### src/rtl/databus_arbiter.sv
// databus_arbiter
// Round-robin sequencer for the shared 12-bit tri-state Data_bus. It grants one
// agent at a time. The granted agent drives the bus for SETTLE_CYCLES, then a
// write strobe is pulsed while the drive is still held. After that, a bus-idle
// turnaround gap of TURN_CYCLES is forced before the next grant. Every output
// is a register.

module databus_arbiter #(
    parameter int NUM_REQ       = 4,
    parameter int SETTLE_CYCLES = 1,
    parameter int TURN_CYCLES   = 1
) (
    input  logic                       clk,
    input  logic                       rst_n,
    input  logic [NUM_REQ-1:0]         req,
    output logic [NUM_REQ-1:0]         link_bus,
    output logic                       write,
    output logic [NUM_REQ-1:0]         ack,
    output logic [$clog2(NUM_REQ)-1:0] gnt_id,
    output logic                       busy
);

    localparam int IDW = $clog2(NUM_REQ);

    // Counter preloads: a value of N-1 gives a phase that lasts exactly N cycles.
    localparam logic [3:0] SETTLE_INIT = 4'(SETTLE_CYCLES - 1);
    localparam logic [3:0] TURN_INIT   = 4'(TURN_CYCLES - 1);

    // Reject illegal parameter values at elaboration time.
    if (NUM_REQ < 2 || NUM_REQ > 8) begin : g_bad_num_req
        $error("databus_arbiter: NUM_REQ must be in 2..8");
    end
    if (SETTLE_CYCLES < 1 || SETTLE_CYCLES > 15) begin : g_bad_settle
        $error("databus_arbiter: SETTLE_CYCLES must be in 1..15");
    end
    if (TURN_CYCLES < 1 || TURN_CYCLES > 15) begin : g_bad_turn
        $error("databus_arbiter: TURN_CYCLES must be in 1..15");
    end

    typedef enum logic [1:0] {
        IDLE   = 2'd0,
        SETTLE = 2'd1,
        STROBE = 2'd2,
        TURN   = 2'd3
    } state_t;

    state_t         state;
    logic [3:0]     cnt;
    logic [IDW-1:0] ptr;
    logic [IDW-1:0] win;

    // First requesting agent found when searching upward from the pointer,
    // wrapping past the top. The pointer sets the priority of simultaneous
    // requests, which guarantees that every agent is eventually served.
    function automatic logic [IDW-1:0] rr_pick(input logic [NUM_REQ-1:0] r,
                                               input logic [IDW-1:0]     p);
        logic [IDW-1:0] w;
        logic [IDW-1:0] idx;
        logic           found;
        int             idx_i;
        w     = '0;
        found = 1'b0;
        for (int k = 0; k < NUM_REQ; k++) begin
            idx_i = (int'(p) + k) % NUM_REQ;
            idx   = IDW'(idx_i);
            if (!found && r[idx]) begin
                w     = idx;
                found = 1'b1;
            end
        end
        return w;
    endfunction

    // Pointer value after a transfer: the slot following the agent just served.
    function automatic logic [IDW-1:0] next_ptr(input logic [IDW-1:0] g);
        int n;
        n = (int'(g) + 1) % NUM_REQ;
        return IDW'(n);
    endfunction

    // Bus-enable pattern for a single agent.
    function automatic logic [NUM_REQ-1:0] to_onehot(input logic [IDW-1:0] i);
        logic [NUM_REQ-1:0] v;
        v    = '0;
        v[i] = 1'b1;
        return v;
    endfunction

    // Combinational winner selection; it is used only when the FSM is in IDLE.
    always_comb begin
        win = rr_pick(req, ptr);
    end

    // Sequencer FSM. Reset is asynchronous, so link_bus drops the moment
    // rst_n falls, even in the middle of a transfer.
    always_ff @(posedge clk or negedge rst_n) begin
        if (!rst_n) begin
            state    <= IDLE;
            link_bus <= '0;
            write    <= 1'b0;
            ack      <= '0;
            gnt_id   <= '0;
            busy     <= 1'b0;
            cnt      <= '0;
            ptr      <= '0;
        end else begin
            case (state)
                IDLE: begin
                    // Requests are sampled only here. Requests raised later wait for the next IDLE.
                    if (|req) begin
                        state    <= SETTLE;
                        link_bus <= to_onehot(win);
                        gnt_id   <= win;
                        busy     <= 1'b1;
                        cnt      <= SETTLE_INIT;
                    end
                end
                SETTLE: begin
                    // Hold the drive enable until the bus has settled.
                    if (cnt == 4'd0) begin
                        state <= STROBE;
                        write <= 1'b1;
                        ack   <= link_bus;
                    end else begin
                        cnt <= cnt - 4'd1;
                    end
                end
                STROBE: begin
                    // One-cycle strobe. The bus is released on the next edge.
                    state    <= TURN;
                    link_bus <= '0;
                    write    <= 1'b0;
                    ack      <= '0;
                    ptr      <= next_ptr(gnt_id);
                    cnt      <= TURN_INIT;
                end
                TURN: begin
                    // No agent drives the bus during turnaround. gnt_id keeps its value.
                    if (cnt == 4'd0) begin
                        state <= IDLE;
                        busy  <= 1'b0;
                    end else begin
                        cnt <= cnt - 4'd1;
                    end
                end
                default: begin
                    state <= IDLE;
                end
            endcase
        end
    end

endmodule

### config.mk
export PLATFORM = sky130hd
export DESIGN_NAME = databus_arbiter
export DESIGN_NICKNAME = d
export VERILOG_FILES = /design/src/rtl/databus_arbiter.sv
export SDC_FILE = /design/constraint.sdc
export NUM_CORES = 1
export LEC_CHECK = 0
export ABC_AREA = 1
export CAP_MARGIN = 20
export CORE_MARGIN = 2
export CORE_UTILIZATION = 45
export CTS_CLUSTER_DIAMETER = 150
export DETAILED_ROUTE_END_ITERATION = 10
export PLACE_DENSITY = 0.68
export SETUP_SLACK_MARGIN = 0.15
export SLEW_MARGIN = 10
export SYNTH_ARGS = -nofsm -noshare
export SYNTH_HDL_FRONTEND = slang
export SYNTH_SLANG_ARGS = --single-unit
### constraint.sdc
create_clock -name clk -period 3 [get_ports clk]
set_clock_uncertainty 0.1 [all_clocks]
set_input_delay 0.6 -clock clk [delete_from_list [all_inputs] [get_ports clk]]
set_output_delay 0.6 -clock clk [all_outputs]
set_load 0.01 [all_outputs]
==> impl_metrics.csv, run 1 <==
group,metric,value,unit
outcome,run_status,"finished, final reports clean",
sta,min_period,2.01,ns
die,initial_utilization,47.1,%
clocking,cts_hold_buf,0,
drt,drt.antenna.violating_nets,0,
clocking,htreeDepth,1,
drt,first_iter_violations,91,
sta,fin_crit_sh,66.9,%
yosys,synth_fa_ha_area_share,6.74,%
clocking,cts_resized,0,
yosys,synthesis.nets,187,
final_layout,syn2layout_area_growth,19.2,%
yosys,synth_top_family_by_area,"simple AND/OR/NAND/NOR gates",
final_layout,n_fill_cell,257,
place,io_buffers,17,
power,p_switching,0.824,mW
global_routing,track_usage,16.7,%
die,die_area,3340,um^2
final_layout,fin_area,1550,um^2
yosys,synth-simple-area-share,26.6,%
sta,rsz0062_at_grt,"no",
yosys,yosysWarnings,0,
global_routing,grt_pass1_wl,4420,um
global_routing,antenna_found_initial,0,
power,seqPwrFrac,26.8,%
critical_path,critical_path_class,"reg2out",
clocking,cts.sinks,20,
clocking,cts_inserted_buffers,3,
yosys,syn_area_per_cell,7.47,um^2
die,io_pins,18,
final_layout,final_core_util,56.2,%
power,p_total,1.76,mW
yosys,ys_ff_latch,20,
final_layout,instances_no_fill,225,
die,die_h,57.8,um
die,fp-row-count,19,
min_path,hold_path.class,"reg2reg",
final_layout,diodes,0,
critical_path,cp_num_buf_inv,1,
critical_path,path_cells,"clkdlybuf4s50_1",
clocking,cts_root_buffer,"clkbuf_4",
power,powerDensity,1130,nW/um^2
clocking,clkLatencyLatePin,0.30,ns
global_routing,grt_max_degree,21,
sta,relSlewSlack,64.2,%
critical_path,start_kind,"flop",
critical_path,critical_path_arrival,1.31,ns
drt,drt-wirelength-per-cell,11.6,um
place,dp_hpwl,2050,um
yosys,ys_types,25,
sta,hold_violations,0,
final_layout,layout_common_cells,"44 x nand2_1, 28 x inv_1, 20 x dfrtp_1",
critical_path,cp-end-kind,"primary output",
clocking,post_cts_buffers,0,
clocking,cts_tree,"built",
place,placed_cells,221,
power,ir_drop,0.697,mV
sta,tns,0,ns
drt,drc_errors,0,
power,p_int,0.931,mW
power,p_leak,0.776,nW
yosys,synth_compound_area_share,15.3,%
sta,finalSetupViolCount,0,
final_layout,layout_commonest_cell,"nand2_1",
critical_path,crit_slowest_cell,"clkdlybuf4s50_1",
sta,max_freq,498,MHz
global_routing,grt-ovfl-total,0,
yosys,synth_xor_area_share,1.35,%
die,die-width,57.8,um
final_layout,nets,208,
critical_path,cpPeakStageDelay,0.56,ns
place,post_dp_cell_area,1500,um^2
global_routing,grt_pass1_vias,1061,
critical_path,crit_fanout,4,
power,pwr-share-comb,60.8,%
power,clkPwrFrac,12.4,%
drt,via_per_inst,5.11,
sta,whs,0.460,ns
yosys,synth_area,1300,um^2
yosys,muxShareOfSynthArea,0,%
place,pre_cts_ws,0.741,ns
clocking,clockBufferDepth,2,
critical_path,crit_required,2.30,ns
power,swShare,47.0,%
critical_path,path_delay_family,"buffers and inverters",
yosys,yosysSeqAreaShare,38.5,%
sta,slew_viol_final,0,
run,maxCapViolCount,0,
final_layout,drive_above_1_share,15.5,%
place,globalplace.congestion,0.946,
yosys,syn_inst,174,
drt,postRouteWirelength,2610,um
drt,num_vias,1149,
clocking,path_clk_slew,0.12,ns
die,core,2760,um^2
drt,drtPass1Iterations,4,
sta,worst_pin_slew,0.536,ns
sta,layout_setup_ws,0.993,ns
[state kept, by name (all words and copies together), names as in the netlist]
signal / flops
cnt: 4
gnt_id: 2
write: 1
state: 2
link_bus: 4
ptr: 2
busy: 1
ack: 4
[final cells by class]
type | count | area (um^2) | area share [%]
multi-input cells | 117 | 649 | 41.9
flip-flops and latches | 20 | 500 | 32.3
repair buffers | 18 | 178 | 11.5
inverters | 35 | 131 | 8.47
well taps | 31 | 38.8 | 2.50
clock inverters | 1 | 30.0 | 1.94
clock buffers | 3 | 22.5 | 1.45
[power groups by stage]
| stage | Clock (mW) | Sequential [mW] | Combinational [mW] |
|---|---|---|---|
| after CTS | 0.222 | 0.471 | 1.07 |
| after detailed placement | 0 | 0.477 | 1.06 |
| after global routing | 0.232 | 0.491 | 1.21 |
| final | 0.217 | 0.471 | 1.07 |
| after global placement | 0 | 0.473 | 1.04 |
| after floorplan | 0 | 0.479 | 0.776 |
[cells in the mapped netlist, drive strengths merged]
cell | count | area share, %
nand2 | 53 | 17
inv | 35 | 10
dfrtp | 20 | 38
o21ai | 19 | 7.9
nor2 | 12 | 4.4
ha | 7 | 6.7
nand3 | 6 | 2.7
o22ai | 5 | 2.4
nand4 | 4 | 2.4
a21oi | 3 | 1.2
a31oi | 3 | 1.4
buf | 2 | 1.4
o21bai | 2 | 1.7
o32ai | 1 | 0.67
xnor2 | 1 | 0.67
xor2 | 1 | 0.67
[worst paths after layout]
kind                           start           to  slack, ns  cells past startpoint
max                        gnt_id[0]    gnt_id[0]       0.99                      1
min                            write        write       0.46                      2
max reg2reg                   ptr[0]  link_bus[0]       1.01                      9
min reg2reg                    write        write       0.46                      2
max in group asynchronous      rst_n       cnt[3]       2.06                      2
min in group asynchronous      rst_n  link_bus[2]       0.52                      2
[worst reg2reg max path, cell delays in order, from the launching register on]
cell and delay [ns]:
dfrtp_1 0.56, inv_1 0.27, nand2_1 0.14, nand2_2 0.09
o21ai_1 0.23, nand4_1 0.15, nand2_2 0.13, inv_2 0.06
nand2_1 0.07, o21ai_1 0.07
[cells by family (layout without fill, tap and decap cells)]
logic type	after synthesis	in the layout
buffers and inverters	37	57
and+or+nand+nor	75	75
DFF	20	20
xor gates and xnor gates	2	2
AOI/OAI and AO/OA	33	33
adders and majority gates	7	7
[layer usage]
| metal | global-route usage (%) | wire, um | vias to the layer above |
|---|---|---|---|
| met5 | 0 | 0 | - |
| met4 | 6.31 | 24 | 0 |
| met3 | 2.90 | 82 | 4 |
| met2 | 27.9 | 1320 | 27 |
| met1 | 21.7 | 1170 | 533 |
| li1 | - | - | 585 |
Power figures use the tool's default switching activity.
==> run 2: changes to the inputs <==
--- a/config.mk
+++ b/config.mk
@@ -11,7 +11,7 @@
 export CORE_UTILIZATION = 45
 export CTS_CLUSTER_DIAMETER = 150
 export DETAILED_ROUTE_END_ITERATION = 10
-export PLACE_DENSITY = 0.68
+export PLACE_DENSITY = 0.7
 export SETUP_SLACK_MARGIN = 0.15
 export SLEW_MARGIN = 10
 export SYNTH_ARGS = -nofsm -noshare
==> constraint.sdc (replaced) <==
create_clock -name clk -period 1.8 [get_ports clk]
set_clock_uncertainty 0.1 [all_clocks]
set_input_delay 0.36 -clock clk [delete_from_list [all_inputs] [get_ports clk]]
set_output_delay 0.36 -clock clk [all_outputs]
set_load 0.01 [all_outputs]
==> impl_metrics.csv, run 2 (synthesized netlist as in run 1, its figures left out) <==
group,metric,value,unit
die,die_h,57.8,um
sta,rsz0062_at_grt,"yes",
final_layout,layout_common_cells,"28 x nand2_1, 23 x inv_1, 21 x nand2_2",
global_routing,grt-ovfl-total,0,
sta,min_period,1.65,ns
final_layout,layout.area.seq,502,um^2
place,post_dp_cell_area,1560,um^2
critical_path,cp_num_buf_inv,2,
sta,relSlewSlack,82.7,%
clocking,clkLatencyLatePin,0.31,ns
clocking,cts_inserted_buffers,3,
final_layout,n_fill_cell,234,
place,io_buffers,17,
global_routing,grt_max_degree,21,
power,powerDensity,1890,nW/um^2
sta,hold_violations,0,
drt,drtPass1Iterations,5,
global_routing,grt_pass1_wl,5060,um
die,die-width,57.8,um
sta,fin_crit_sh,91.5,%
place,dp_hpwl,2160,um
clocking,cts_tree,"built",
drt,drc_errors,0,
drt,via_per_inst,5.09,
final_layout,reg_top3,"ack (4), cnt (4), link_bus (4)",
drt,drt-wirelength-per-cell,13.0,um
clocking,cts.sinks,20,
die,core,2760,um^2
clocking,path_clk_slew,0.12,ns
final_layout,final_core_util,65.5,%
critical_path,critical_path_class,"in2reg",
power,ir_drop,1.46,mV
sta,slew_viol_final,0,
global_routing,grt_util_met2,33.4,%
final_layout,nets,224,
die,fp-row-count,19,
drt,num_vias,1226,
critical_path,crit_top_cell,"nand2_1",
global_routing,antenna_found_initial,0,
min_path,hold_path.class,"in2async",
clocking,htreeDepth,1,
clocking,cts_hold_buf,0,
global_routing,met1_usage,24.9,%
sta,worst_pin_slew,0.260,ns
die,io_pins,18,
global_routing,gr-usage-met3,1.34,%
final_layout,syn2layout_area_growth,39.0,%
final_layout,layout_commonest_cell,"nand2_1",
outcome,run_status,"finished, final reports clean",
sta,finalSetupViolCount,0,
drt,first_iter_violations,59,
critical_path,crit_required,1.95,ns
critical_path,path_delay_family,"buffers and inverters",
die,die_area,3340,um^2
power,p_leak,0.946,nW
place,pre_cts_ws,-0.186,ns
global_routing,track_usage,19.5,%
final_layout,multi_input_area,788,um^2
drt,postRouteWirelength,3150,um
critical_path,crit_slowest_cell,"clkdlybuf4s50_1",
final_layout,fin_area,1810,um^2
clocking,cts_root_buffer,"clkbuf_4",
global_routing,grt_pass1_vias,1174,
die,initial_utilization,47.1,%
place,globalplace.congestion,0.867,
clocking,clockBufferDepth,2,
critical_path,cpPeakStageDelay,0.51,ns
drt,drt.antenna.violating_nets,0,
run,maxCapViolCount,0,
global_routing,grt-busiest-layer,"met2",
critical_path,critical_path_arrival,1.79,ns
sta,layout_setup_ws,0.153,ns
critical_path,start_kind,"input port",
critical_path,crit_fanout,4,
critical_path,path_cells,"clkdlybuf4s50_1, inv_2, o21ai_4, nand2_1, nand2_1, nand2_1, nand2_1, nand2_2, nand2_2, nand3_2, o21bai_2",
sta,max_freq,607,MHz
critical_path,cp-end-kind,"flop",
final_layout,drive_above_1_share,39.0,%
final_layout,diodes,0,
-- run 2: cell types whose count changed in the layout (fill, tap and decap cells not counted), sizes merged --
| cell | before | now |
|---|---|---|
| buf | 1 | 17 |
| clkdlybuf4s50 | 17 | 2 |
| dlygate4sd2 | 0 | 11 |
| dlymetal6s2s | 0 | 4 |
| bufinv | 1 | 0 |
| clkbuf | 3 | 4 |
| clkinv | 0 | 1 |
| inv | 35 | 34 |
-- run 2: worst register-to-register path, stage by stage (launching register included) --
cell      delay (ns)
dfrtp_1         0.41
inv_2           0.09
buf_6           0.14
nand2_2         0.06
nand2_2         0.06
nand2_2         0.06
nand2_2         0.10
nand2_1         0.06
nand2_1         0.07
nand2_2         0.06
nand2_2         0.10
nand3_2         0.10
o21bai_2        0.15
-- run 2: routing by layer --
metal | wire [um] | vias up
met5 | 0 | -
met4 | 94 | 0
met3 | 79 | 9
met2 | 1690 | 24
met1 | 1290 | 569
li1 | - | 624
-- run 2: final cells by class --
| type | count | area share (%) |
|---|---|---|
| Tap cell | 31 | 2.15 |
| Sequential cell | 20 | 27.8 |
| Clock buffer | 4 | 2.01 |
| Multi-Input combinational cell | 117 | 43.6 |
| Inverter | 35 | 7.55 |
| Timing Repair Buffer | 34 | 16.9 |
-- run 2: worst paths after layout --
kind / start / end / slack, ns / cells after the start
setup / recovery: req[0] / link_bus[1] / 0.15 / 11
hold / removal: rst_n / state[1] / 0.27 / 2
setup reg to reg: ptr[0] / link_bus[1] / 0.19 / 12
hold reg to reg: write / write / 0.44 / 2
max in group asynchronous: rst_n / ptr[1] / 1.09 / 2
min in group clk: write / write / 0.44 / 2
-- run 2: where the power goes --
| group | switching (mW) | internal, mW |
|---|---|---|
| Sequential | 0.111 | 0.639 |
| Clock | 0.142 | 0.124 |
| Combinational | 1.40 | 0.999 |
-- run 2: metrics by stage --
| stage | setup TNS (ns) | hold WS [ns] | power (mW) | cells |
|---|---|---|---|---|
| floorplan | 0 | -0.0356 | 2.09 | 174 |
| global placement | -0.579 | 0.426 | 2.64 | 229 |
| detailed placement | -0.860 | 0.432 | 2.71 | 229 |
| CTS | 0 | 0.287 | 3.00 | 237 |
| global route | 0 | 0.289 | 3.75 | 241 |
| finish | 0 | 0.271 | 3.41 | 241 |
-- run 2: what timing repair did --
action	4_1_cts	5_1_grt
cloned	0	0
gates resized for setup	13	52
pin swaps	1	7
setup buffers	4	4
setup endpoints to repair	16	17
==> run 3: changes to the inputs <==
--- a/config.mk
+++ b/config.mk
@@ -9,7 +9,6 @@
 export CAP_MARGIN = 20
 export CORE_MARGIN = 2
 export CORE_UTILIZATION = 45
-export CTS_CLUSTER_DIAMETER = 150
 export DETAILED_ROUTE_END_ITERATION = 10
 export PLACE_DENSITY = 0.7
 export SETUP_SLACK_MARGIN = 0.15
==> results of run 3 <==
No change in the layout: final DEF, timing and power equal those of run 2.
